===== src/rtl/sram_arb_pkg.sv =====
`default_nettype none
// ============================================================================
// Module      : sram_arb_pkg
// Description : Shared types for the two-master SRAM Avalon-MM arbiter
//               (master identifiers and read-tag record).
// Revision    : 1.0 - initial release
// ============================================================================
package sram_arb_pkg;

  localparam int NUM_MASTERS = 2;

  typedef enum logic {
    ARB_M0 = 1'b0,
    ARB_M1 = 1'b1
  } arb_id_t;

  typedef struct packed {
    logic    valid;
    arb_id_t id;
  } rd_tag_t;

endpackage
`default_nettype wire


===== src/rtl/sram_arb_tag_pipe.sv =====
`default_nettype none
// ============================================================================
// Module      : sram_arb_tag_pipe
// Description : READ_LAT-deep shift register of read tags. The tag leaving
//               the last stage lines up with the SRAM read data.
// Revision    : 1.0 - initial release
// ============================================================================
module sram_arb_tag_pipe
  import sram_arb_pkg::*;
#(
  parameter int READ_LAT = 2
) (
  input  logic    clk_i,
  input  logic    rst_i,
  input  rd_tag_t tag_i,
  output rd_tag_t tag_o
);

  rd_tag_t stage_q [READ_LAT];

  // Advance every tag one stage per cycle; reset discards all in-flight tags
  always_ff @(posedge clk_i) begin
    if (rst_i) begin
      for (int i = 0; i < READ_LAT; i++) begin
        stage_q[i] <= '0;
      end
    end else begin
      stage_q[0] <= tag_i;
      for (int i = 1; i < READ_LAT; i++) begin
        stage_q[i] <= stage_q[i-1];
      end
    end
  end

  assign tag_o = stage_q[READ_LAT-1];

endmodule
`default_nettype wire


===== src/rtl/sram_avn_arbiter.sv =====
`default_nettype none
// ============================================================================
// Module      : sram_avn_arbiter
// Description : Two-master Avalon-MM arbiter in front of one SRAM controller.
//               m0 (display reader) has fixed priority over m1 (pixel
//               source). One registered command per cycle; read data is
//               steered back to the issuer through a tag pipeline.
//               Optional macro SRAM_ARB_STARVE_GUARD_EN forces a grant to m1
//               after STARVE_MAX consecutive denied cycles.
// Revision    : 1.0 - initial release
// ============================================================================
module sram_avn_arbiter
  import sram_arb_pkg::*;
#(
  parameter int AVN_AW     = 18,
  parameter int AVN_DW     = 16,
  parameter int READ_LAT   = 2,
  parameter int STARVE_MAX = 8
) (
  input  logic                sys_clk,
  input  logic                sys_rst,
  input  logic                m0_avn_read,
  input  logic [AVN_AW-1:0]   m0_avn_address,
  output logic                m0_avn_waitrequest,
  output logic [AVN_DW-1:0]   m0_avn_readdata,
  output logic                m0_avn_readdatavalid,
  input  logic                m1_avn_read,
  input  logic                m1_avn_write,
  input  logic [AVN_AW-1:0]   m1_avn_address,
  input  logic [AVN_DW-1:0]   m1_avn_writedata,
  input  logic [AVN_DW/8-1:0] m1_avn_byteenable,
  output logic                m1_avn_waitrequest,
  output logic [AVN_DW-1:0]   m1_avn_readdata,
  output logic                m1_avn_readdatavalid,
  output logic                sram_avn_read,
  output logic                sram_avn_write,
  output logic [AVN_AW-1:0]   sram_avn_address,
  output logic [AVN_DW-1:0]   sram_avn_writedata,
  output logic [AVN_DW/8-1:0] sram_avn_byteenable,
  input  logic [AVN_DW-1:0]   sram_avn_readdata
);

  localparam int BEW = AVN_DW / 8;

  if (READ_LAT < 1) begin : g_bad_read_lat
    $error("READ_LAT must be at least 1");
  end
  if (STARVE_MAX < 1) begin : g_bad_starve_max
    $error("STARVE_MAX must be at least 1");
  end

  logic                   m0_req;
  logic                   m1_req;
  logic                   starve_force;
  logic [NUM_MASTERS-1:0] grant;

  logic              cmd_rd_q,   cmd_rd_d;
  logic              cmd_wr_q,   cmd_wr_d;
  logic [AVN_AW-1:0] cmd_addr_q, cmd_addr_d;
  logic [AVN_DW-1:0] cmd_wd_q,   cmd_wd_d;
  logic [BEW-1:0]    cmd_be_q,   cmd_be_d;
  arb_id_t           cmd_id_q,   cmd_id_d;

  rd_tag_t tag_in;
  rd_tag_t tag_out;

  assign m0_req = m0_avn_read;
  assign m1_req = m1_avn_read | m1_avn_write;

`ifdef SRAM_ARB_STARVE_GUARD_EN
  localparam int CNT_W = $clog2(STARVE_MAX + 1);

  logic [CNT_W-1:0] starve_cnt_q, starve_cnt_d;

  assign starve_force = (starve_cnt_q == CNT_W'(STARVE_MAX));

  // Count consecutive cycles in which m1 asks but is refused
  always_comb begin
    starve_cnt_d = '0;
    if (m1_req && !grant[ARB_M1]) begin
      starve_cnt_d = starve_cnt_q + CNT_W'(1);
    end
  end

  // Starvation counter register
  always_ff @(posedge sys_clk) begin
    if (sys_rst) begin
      starve_cnt_q <= '0;
    end else begin
      starve_cnt_q <= starve_cnt_d;
    end
  end
`else
  assign starve_force = 1'b0;
`endif

  // Same-cycle grant: m1 wins when m0 is idle or m1 has starved long enough
  always_comb begin
    grant = '0;
    if (!sys_rst) begin
      if (m1_req && (!m0_req || starve_force)) begin
        grant[ARB_M1] = 1'b1;
      end else if (m0_req) begin
        grant[ARB_M0] = 1'b1;
      end
    end
  end

  assign m0_avn_waitrequest = ~grant[ARB_M0];
  assign m1_avn_waitrequest = ~grant[ARB_M1];

  // Next command: load the winner's transfer, otherwise idle with fields held
  always_comb begin
    cmd_rd_d   = 1'b0;
    cmd_wr_d   = 1'b0;
    cmd_addr_d = cmd_addr_q;
    cmd_wd_d   = cmd_wd_q;
    cmd_be_d   = cmd_be_q;
    cmd_id_d   = cmd_id_q;
    if (grant[ARB_M0]) begin
      cmd_rd_d   = 1'b1;
      cmd_addr_d = m0_avn_address;
      cmd_wd_d   = '0;
      cmd_be_d   = '1;
      cmd_id_d   = ARB_M0;
    end else if (grant[ARB_M1]) begin
      // An illegal read+write from m1 is issued as a write
      cmd_wr_d   = m1_avn_write;
      cmd_rd_d   = m1_avn_read & ~m1_avn_write;
      cmd_addr_d = m1_avn_address;
      cmd_wd_d   = m1_avn_writedata;
      cmd_be_d   = m1_avn_byteenable;
      cmd_id_d   = ARB_M1;
    end
  end

  // Command register presented to the SRAM controller
  always_ff @(posedge sys_clk) begin
    if (sys_rst) begin
      cmd_rd_q   <= 1'b0;
      cmd_wr_q   <= 1'b0;
      cmd_addr_q <= '0;
      cmd_wd_q   <= '0;
      cmd_be_q   <= '0;
      cmd_id_q   <= ARB_M0;
    end else begin
      cmd_rd_q   <= cmd_rd_d;
      cmd_wr_q   <= cmd_wr_d;
      cmd_addr_q <= cmd_addr_d;
      cmd_wd_q   <= cmd_wd_d;
      cmd_be_q   <= cmd_be_d;
      cmd_id_q   <= cmd_id_d;
    end
  end

  assign sram_avn_read       = cmd_rd_q;
  assign sram_avn_write      = cmd_wr_q;
  assign sram_avn_address    = cmd_addr_q;
  assign sram_avn_writedata  = cmd_wd_q;
  assign sram_avn_byteenable = cmd_be_q;

  assign tag_in = '{valid: cmd_rd_q, id: cmd_id_q};

  sram_arb_tag_pipe #(
    .READ_LAT (READ_LAT)
  ) u_tag_pipe (
    .clk_i (sys_clk),
    .rst_i (sys_rst),
    .tag_i (tag_in),
    .tag_o (tag_out)
  );

  assign m0_avn_readdatavalid = tag_out.valid & (tag_out.id == ARB_M0);
  assign m1_avn_readdatavalid = tag_out.valid & (tag_out.id == ARB_M1);
  assign m0_avn_readdata      = sram_avn_readdata;
  assign m1_avn_readdata      = sram_avn_readdata;

endmodule
`default_nettype wire

===== config.mk =====
export PLATFORM = sky130hd
export DESIGN_NAME = sram_avn_arbiter
export DESIGN_NICKNAME = d
export VERILOG_FILES = /design/src/rtl/sram_arb_pkg.sv /design/src/rtl/sram_arb_tag_pipe.sv /design/src/rtl/sram_avn_arbiter.sv
export SDC_FILE = /design/constraint.sdc
export NUM_CORES = 1
export LEC_CHECK = 0
export ABC_AREA = 1
export BUFFER_PORTS_ARGS = -buffer_cell sky130_fd_sc_hd__buf_2
export CORE_MARGIN = 4
export CORE_UTILIZATION = 30
export CTS_BUF_LIST = sky130_fd_sc_hd__clkbuf_8
export CTS_CLUSTER_DIAMETER = 200
export DETAILED_ROUTE_END_ITERATION = 8
export PLACE_DENSITY = 0.59
export SETUP_SLACK_MARGIN = 0.5
export SLEW_MARGIN = 20
export SYNTH_ARGS = -nofsm -noshare
export SYNTH_HDL_FRONTEND = slang
export SYNTH_SLANG_ARGS = --single-unit
export TNS_END_PERCENT = 5

===== constraint.sdc =====
create_clock -name sys_clk -period 1.71 [get_ports sys_clk]
set_clock_uncertainty 0.05 [all_clocks]
set_input_delay 0.2565 -clock sys_clk [delete_from_list [all_inputs] [get_ports sys_clk]]
set_output_delay 0.2565 -clock sys_clk [all_outputs]
set_load 0.03 [all_outputs]

==> summary.txt, run 1 <==
Outcome
  – Status: finished clean

Timing
  – # setup viols final: 0
  – Rel. slew slack: 78.5%
  – Setup_tns: 0 ns
  – Max Fclk: 823 MHz
  – Tcrit/Tclk final: 71.1%
  – Final Slew Violations: 0
  – Final min period: 1.22 ns
  – Final hold vios: 0
  – RSZ-0062 raised after global routing: true
  – Measured slew at the worst slew-check pin: 0.321 ns

Critical path
  – Slowest CP cell: buf_4
  – CP Capture Type: output pin
  – WS Path Type: input pin to output pin
  – Critical path arrival: 0.91 ns
  – Startpoint types: input pin
  – Worst Path Required: 1.40 ns
  – Slowest cell delay on critical path: 0.16 ns
  – Highest net fanout along the worst path: 12
  – Cell Chain, Critical Path: buf_2 > buf_12 > nor2_4 > nand2_4 > buf_4

Layout
  – Fillcell total: 792
  – Final core utilization: 38.5%
  – Area occupied by multi-input gates: 802 um^2
  – Area grow syn2layout: 25.0%
  – Sequential cell area: 863 um^2
  – N_diodes: 0
  – Cell area after layout: 0.00280 mm^2
  – Number of nets in the layout: 477
  – Proportion of layout cells with a drive suffix above 1: 34.5%

Drt
  – Vias: 2103
  – Initial DRT Pass Iterations: 4
  – Post-Route WL: 5670 um
  – Wire per inst: 11.3 um
  – First DRT Iteration DRCs: 69
  – Final ANT Viol Nets: 0
  – Via density: 4.19
  – DRC: 0

Synth
  – Seq/Total Area, Yosys: 38.5%
  – EDFF count, synth: 0
  – Top cells by area, synth: dfxtp_1, nand2_1, buf_4, inv_1, nor2_1
  – Netlist cell types: 19
  – Number of synthesis warnings: 0
  – Syn Inst Count: 334
  – Netlist Area Pre-Place: 0.00224 mm^2
  – Top FF cell, synth: dfxtp_1
  – Synth top area share: 38.5%
  – Post-synth net total: 409
  – Cell accounting for the most synthesized area: dfxtp_1
  – Synth async-reset ratio: 0%
  – Post-Syn Area per Cell: 6.69 um^2
  – Synth Register Bits: 43

CTS
  – CTS root buf: clkbuf_8
  – H-tree levels: 2
  – CTS Hold Bufs: 0
  – Insertion delay to the later sink of the worst-skew pair: 0.29 ns
  – Clk sinks: 43
  – CTS tree: done
  – Total CTS buffers: 5
  – Bufs on Longest Clock Path: 2
  – CTS clock-pin slew for the worst setup and hold paths: 0.08 ns

Die
  – I/O pin cnt: 149
  – Die area: 0.00890 mm^2
  – Die Y: 94.3 um
  – Die W: 94.3 um
  – Initial core utilization: 30.8%
  – Core Rows: 31
  – CORE AREA: 0.00725 mm^2

Flow run
  – Max_cap viols: 0

Power and ir drop
  – Net Sw Frac: 28.7%
  – Leak: 1.63 nW
  – Pwr dens: 928 mW/mm^2
  – Clk pwr share: 36.2%
  – Logic gate share of total power: 21.3%
  – Sequential share of power: 42.5%
  – Net switching power: 0.745 mW
  – Tot Pwr: 2.59 mW
  – Worst VDD drop: 0.000509 V
  – Internal: 1.85 mW

Global routing
  – First-pass GRT wire length: 9160 um
  – Initial antenna violation count: 0
  – Grt ovf: 0
  – Pin count of the biggest net entering global routing: 22
  – Gr usage total: 12.8%
  – Vias in the first global route: 1988

Placed design
  – DPL Wire Length: 4150 um
  – Buffers added on ports: 100
  – Area post-placement: 0.00258 mm^2
  – Final GP Congestion: 0.791

Min path
  – Hold Path Class: input pin to flip-flop
==> critical path, delay by kind of cell <==
family,cells,cell delay [ns]
buffers and inverters,3,0.45
and+or+nand+nor,2,0.20
==> sequential cells by signal, summed over array words and instances (netlist names) <==
register and flops:
sram_avn_address 18, sram_avn_writedata 16, u_tag_pipe.stage_q 4, sram_avn_byteenable 2, cmd_id_q 1, sram_avn_read 1
sram_avn_write 1
==> layer usage <==
layer	track usage, %	share of wire [%]	wire length (um)
met5	0	0	0
met3	4.30	8.5	484
met2	21.3	45	2570
met4	2.77	0.81	46
met1	16.2	45	2570
==> layout by cell type, fill, tap and decap left out, drive strengths merged <==
cell and n:
dfxtp 43, o21ai 15, a21oi 4, clkbuf 6, clkinvlp 1, bufbuf 1
nand3 18, inv 57, buf 108, a31oi 18, nor2 38, nand2 83
o31ai 1, bufinv 2, clkinv 8
==> Yosys cell counts, types with 3 or more instances <==
cell and number:
buf_6 3, buf_2 8, inv_1 48, dfxtp_1 43, nand2_1 79, nand3_1 18
inv_2 9, a31oi_1 18, buf_4 34, nor2_1 35, a21oi_1 4, nor2_2 3
o21ai_0 15, clkbuf_1 3, clkinv_1 8
==> what timing repair did <==
item	in CTS	in global routing
pin swaps	2	1
cloned	1	0
setup buffers	2	0
endpoints found under the setup margin	3	23
resized for setup	7	7
==> power groups by stage <==
stage                     combinational, mW  clock [mW]  sequential (mW)
after floorplan                       0.371           0             1.25
after global placement                0.532           0             1.13
after detailed placement              0.537           0             1.13
after CTS                             0.560       0.972             1.10
after global routing                  0.616        1.02             1.11
final                                 0.553       0.938             1.10
==> area by class of cell <==
cell class | count | share of cell area, %
inverters | 65 | 8.73
multi-input cells | 177 | 28.7
clock inverters | 3 | 2.42
well taps | 99 | 4.43
flip-flops and latches | 43 | 30.9
repair buffers | 110 | 22.4
clock buffers | 5 | 2.46
==> final timing paths <==
check | depth (start not counted) | slack (ns) | endpoint | start
setup / recovery | 5 | 0.49 | m1_avn_waitrequest | sys_rst
hold / removal | 3 | 0.13 | sram_avn_writedata[12]$_SDFFE_PP0P_ | m1_avn_writedata[12]
setup reg to reg | 4 | 0.95 | sram_avn_address[6]$_SDFFE_PP0P_ | sram_avn_address[6]$_SDFFE_PP0P_
hold reg to reg | 2 | 0.35 | u_tag_pipe.stage_q[0][3]$_SDFF_PP0_ | u_tag_pipe.stage_q[0][1]$_SDFF_PP0_
==> stage by stage <==
step / setup WS [ns] / hold WS, ns / instances
final: 0.494 / 0.133 / 502
after global routing: 0.443 / 0.141 / 502
after CTS: 0.468 / 0.120 / 502
after detailed placement: 0.203 / 0.351 / 491
after global placement: 0.249 / 0.341 / 491
after floorplan: 0.571 / 0.307 / 334
==> cells by family after synthesis <==
logic type,count (synthesis),share of synthesized area [%]
simple gates,139,25.6
compound gates,38,9.63
flops,43,38.5
buf+inv,114,26.3
Power figures use the tool's default switching activity.
==> inputs of run 2 (changes only) <==
Clock period 1.71 ns to 1.2 ns, I/O delays scaled along.
==> summary.txt, run 2 (synthesis results as in run 1) <==
Layout
  – Number of nets in the layout: 484
  – Commonest non-fill, non-tap cell in the layout: buf_2
  – Cell area after layout: 0.00290 mm^2
  – N_diodes: 0
  – Commonest non-fill, non-tap cells in the layout: buf_2, nand2_1, inv_1
  – Proportion of layout cells with a drive suffix above 1: 36.6%
  – Area grow syn2layout: 29.6%
  – Max reg flops: 18
  – Area occupied by multi-input gates: 797 um^2
  – Sequential cell area: 867 um^2
  – Fillcell total: 808

Drt
  – Vias: 2140
  – Wire per inst: 11.2 um
  – Via density: 4.20
  – DRC: 0
  – Initial DRT Pass Iterations: 4
  – Post-Route WL: 5690 um
  – Final ANT Viol Nets: 0
  – First DRT Iteration DRCs: 74

Global routing
  – Grt ovf: 0
  – GRT met1 Usage: 16.6%
  – Vias in the first global route: 1965
  – Pin count of the biggest net entering global routing: 21
  – Initial antenna violation count: 0
  – First-pass GRT wire length: 9070 um
  – GR Layer Usage met3: 4.30%
  – Grt peak-use layer: met2
  – Met2 Track Usage GR: 21.4%
  – Gr usage total: 13.0%

Timing
  – Final min period: 1.11 ns
  – Tcrit/Tclk final: 92.5%
  – Final Slew Violations: 0
  – Setup_tns: 0 ns
  – Hold WS: 0.0201 ns
  – Max Fclk: 901 MHz
  – Rel. slew slack: 78.5%
  – Fin worst setup slack: 0.0899 ns
  – Final hold vios: 0
  – Measured slew at the worst slew-check pin: 0.322 ns
  – # setup viols final: 0
  – RSZ-0062 raised after global routing: true

CTS
  – CTS root buf: clkbuf_8
  – Clk sinks: 43
  – CTS clock-pin slew for the worst setup and hold paths: 0.09 ns
  – Insertion delay to the later sink of the worst-skew pair: 0.29 ns
  – Total CTS buffers: 5
  – H-tree levels: 2
  – CTS Hold Bufs: 0
  – Bufs on Longest Clock Path: 2
  – CTS tree: done

Critical path
  – Startpoint types: flip-flop
  – Cell Chain, Critical Path: inv_1 > nor2_2 > buf_6
  – CP Capture Type: output pin
  – Worst Path Required: 0.97 ns
  – Highest net fanout along the worst path: 2
  – Critical path arrival: 0.88 ns
  – Slowest CP cell: dfxtp_2
  – Slowest cell delay on critical path: 0.33 ns
  – WS Path Type: flip-flop to output pin

Placed design
  – Final GP Congestion: 0.770
  – DPL Wire Length: 4250 um
  – Pre-CTS WS: 0.00339 ns
  – Area post-placement: 0.00265 mm^2
  – Buffers added on ports: 100

Outcome
  – Status: finished clean

Min path
  – Hold Path Class: input pin to flip-flop

Die
  – I/O pin cnt: 149
  – Die area: 0.00890 mm^2
  – Core Rows: 31
  – CORE AREA: 0.00725 mm^2
  – Die Y: 94.3 um
  – Die W: 94.3 um
  – Initial core utilization: 30.8%

Flow run
  – Max_cap viols: 0

Power and ir drop
  – Pwr dens: 1290 mW/mm^2
  – Worst VDD drop: 0.000467 V
  – Tot Pwr: 3.73 mW
  – Leak: 1.66 nW
-- run 2: cell types whose count changed in the layout (fill, tap and decap cells not counted) --
| cell | previous run | this run |
|---|---|---|
| buf_6 | 0 | 7 |
| buf_2 | 95 | 91 |
| dfxtp_1 | 41 | 38 |
| dfxtp_2 | 2 | 5 |
| buf_12 | 1 | 3 |
| buf_4 | 12 | 14 |
| buf_8 | 0 | 2 |
| bufbuf_16 | 1 | 0 |
| clkbuf_4 | 1 | 0 |
| inv_1 | 47 | 46 |
| inv_2 | 10 | 11 |
| nand2_2 | 1 | 2 |
| nand2_4 | 3 | 2 |
-- run 2: final timing paths --
check | slack (ns) | cells past startpoint | startpoint | end
setup reg to reg | 0.44 | 4 | sram_avn_address[14]$_SDFFE_PP0P_ | sram_avn_address[14]$_SDFFE_PP0P_
hold reg to reg | 0.35 | 2 | u_tag_pipe.stage_q[0][1]$_SDFF_PP0_ | u_tag_pipe.stage_q[0][3]$_SDFF_PP0_
setup / recovery | 0.09 | 3 | u_tag_pipe.stage_q[0][3]$_SDFF_PP0_ | m0_avn_readdatavalid
hold / removal | 0.02 | 2 | m1_avn_write | sram_avn_read$_SDFF_PP0_
-- run 2: repair_timing --
action / in CTS / in global routing
gates resized for setup: 17 / 14
pin swaps: 4 / 0
hold endpoints to repair: 0 / 0
endpoints found under the setup margin: 74 / 80
setup buffers: 4 / 1
-- run 2: metrics by stage --
stage               util (%)  std cells
floorplan                  -        334
global placement        36.6        496
detailed placement      36.6        496
CTS                     39.5        508
global route            40.0        509
finish                  40.0        509
-- run 2: layer usage --
layer  share of wire, %  routed length [um]
met1                 43                2460
met2                 47                2700
met3                9.1                 517
met4               0.37                  21
met5                  0                   0
-- run 2: critical path, delay by kind of cell, from the launching register on --
family / cells / cell delay (ns)
simple gates: 1 / 0.09
flops: 1 / 0.33
buf+inv: 2 / 0.18
-- run 2: power breakdown --
group / internal (mW) / total, mW / switching, mW / leakage (nW)
logic: 0.312 / 0.825 / 0.513 / 1.24
clock network: 0.830 / 1.33 / 0.501 / 0.0644
registers: 1.53 / 1.57 / 0.0478 / 0.359
-- run 2: cell type report --
cell class                      instances  share of cell area (%)
Clock inverter                          3                    2.33
Inverter                               65                    8.42
Multi-Input combinational cell        177                    27.5
Sequential cell                        43                    29.9
Timing Repair Buffer                  117                    25.2
Clock buffer                            5                    2.37
Tap cell                               99                    4.27
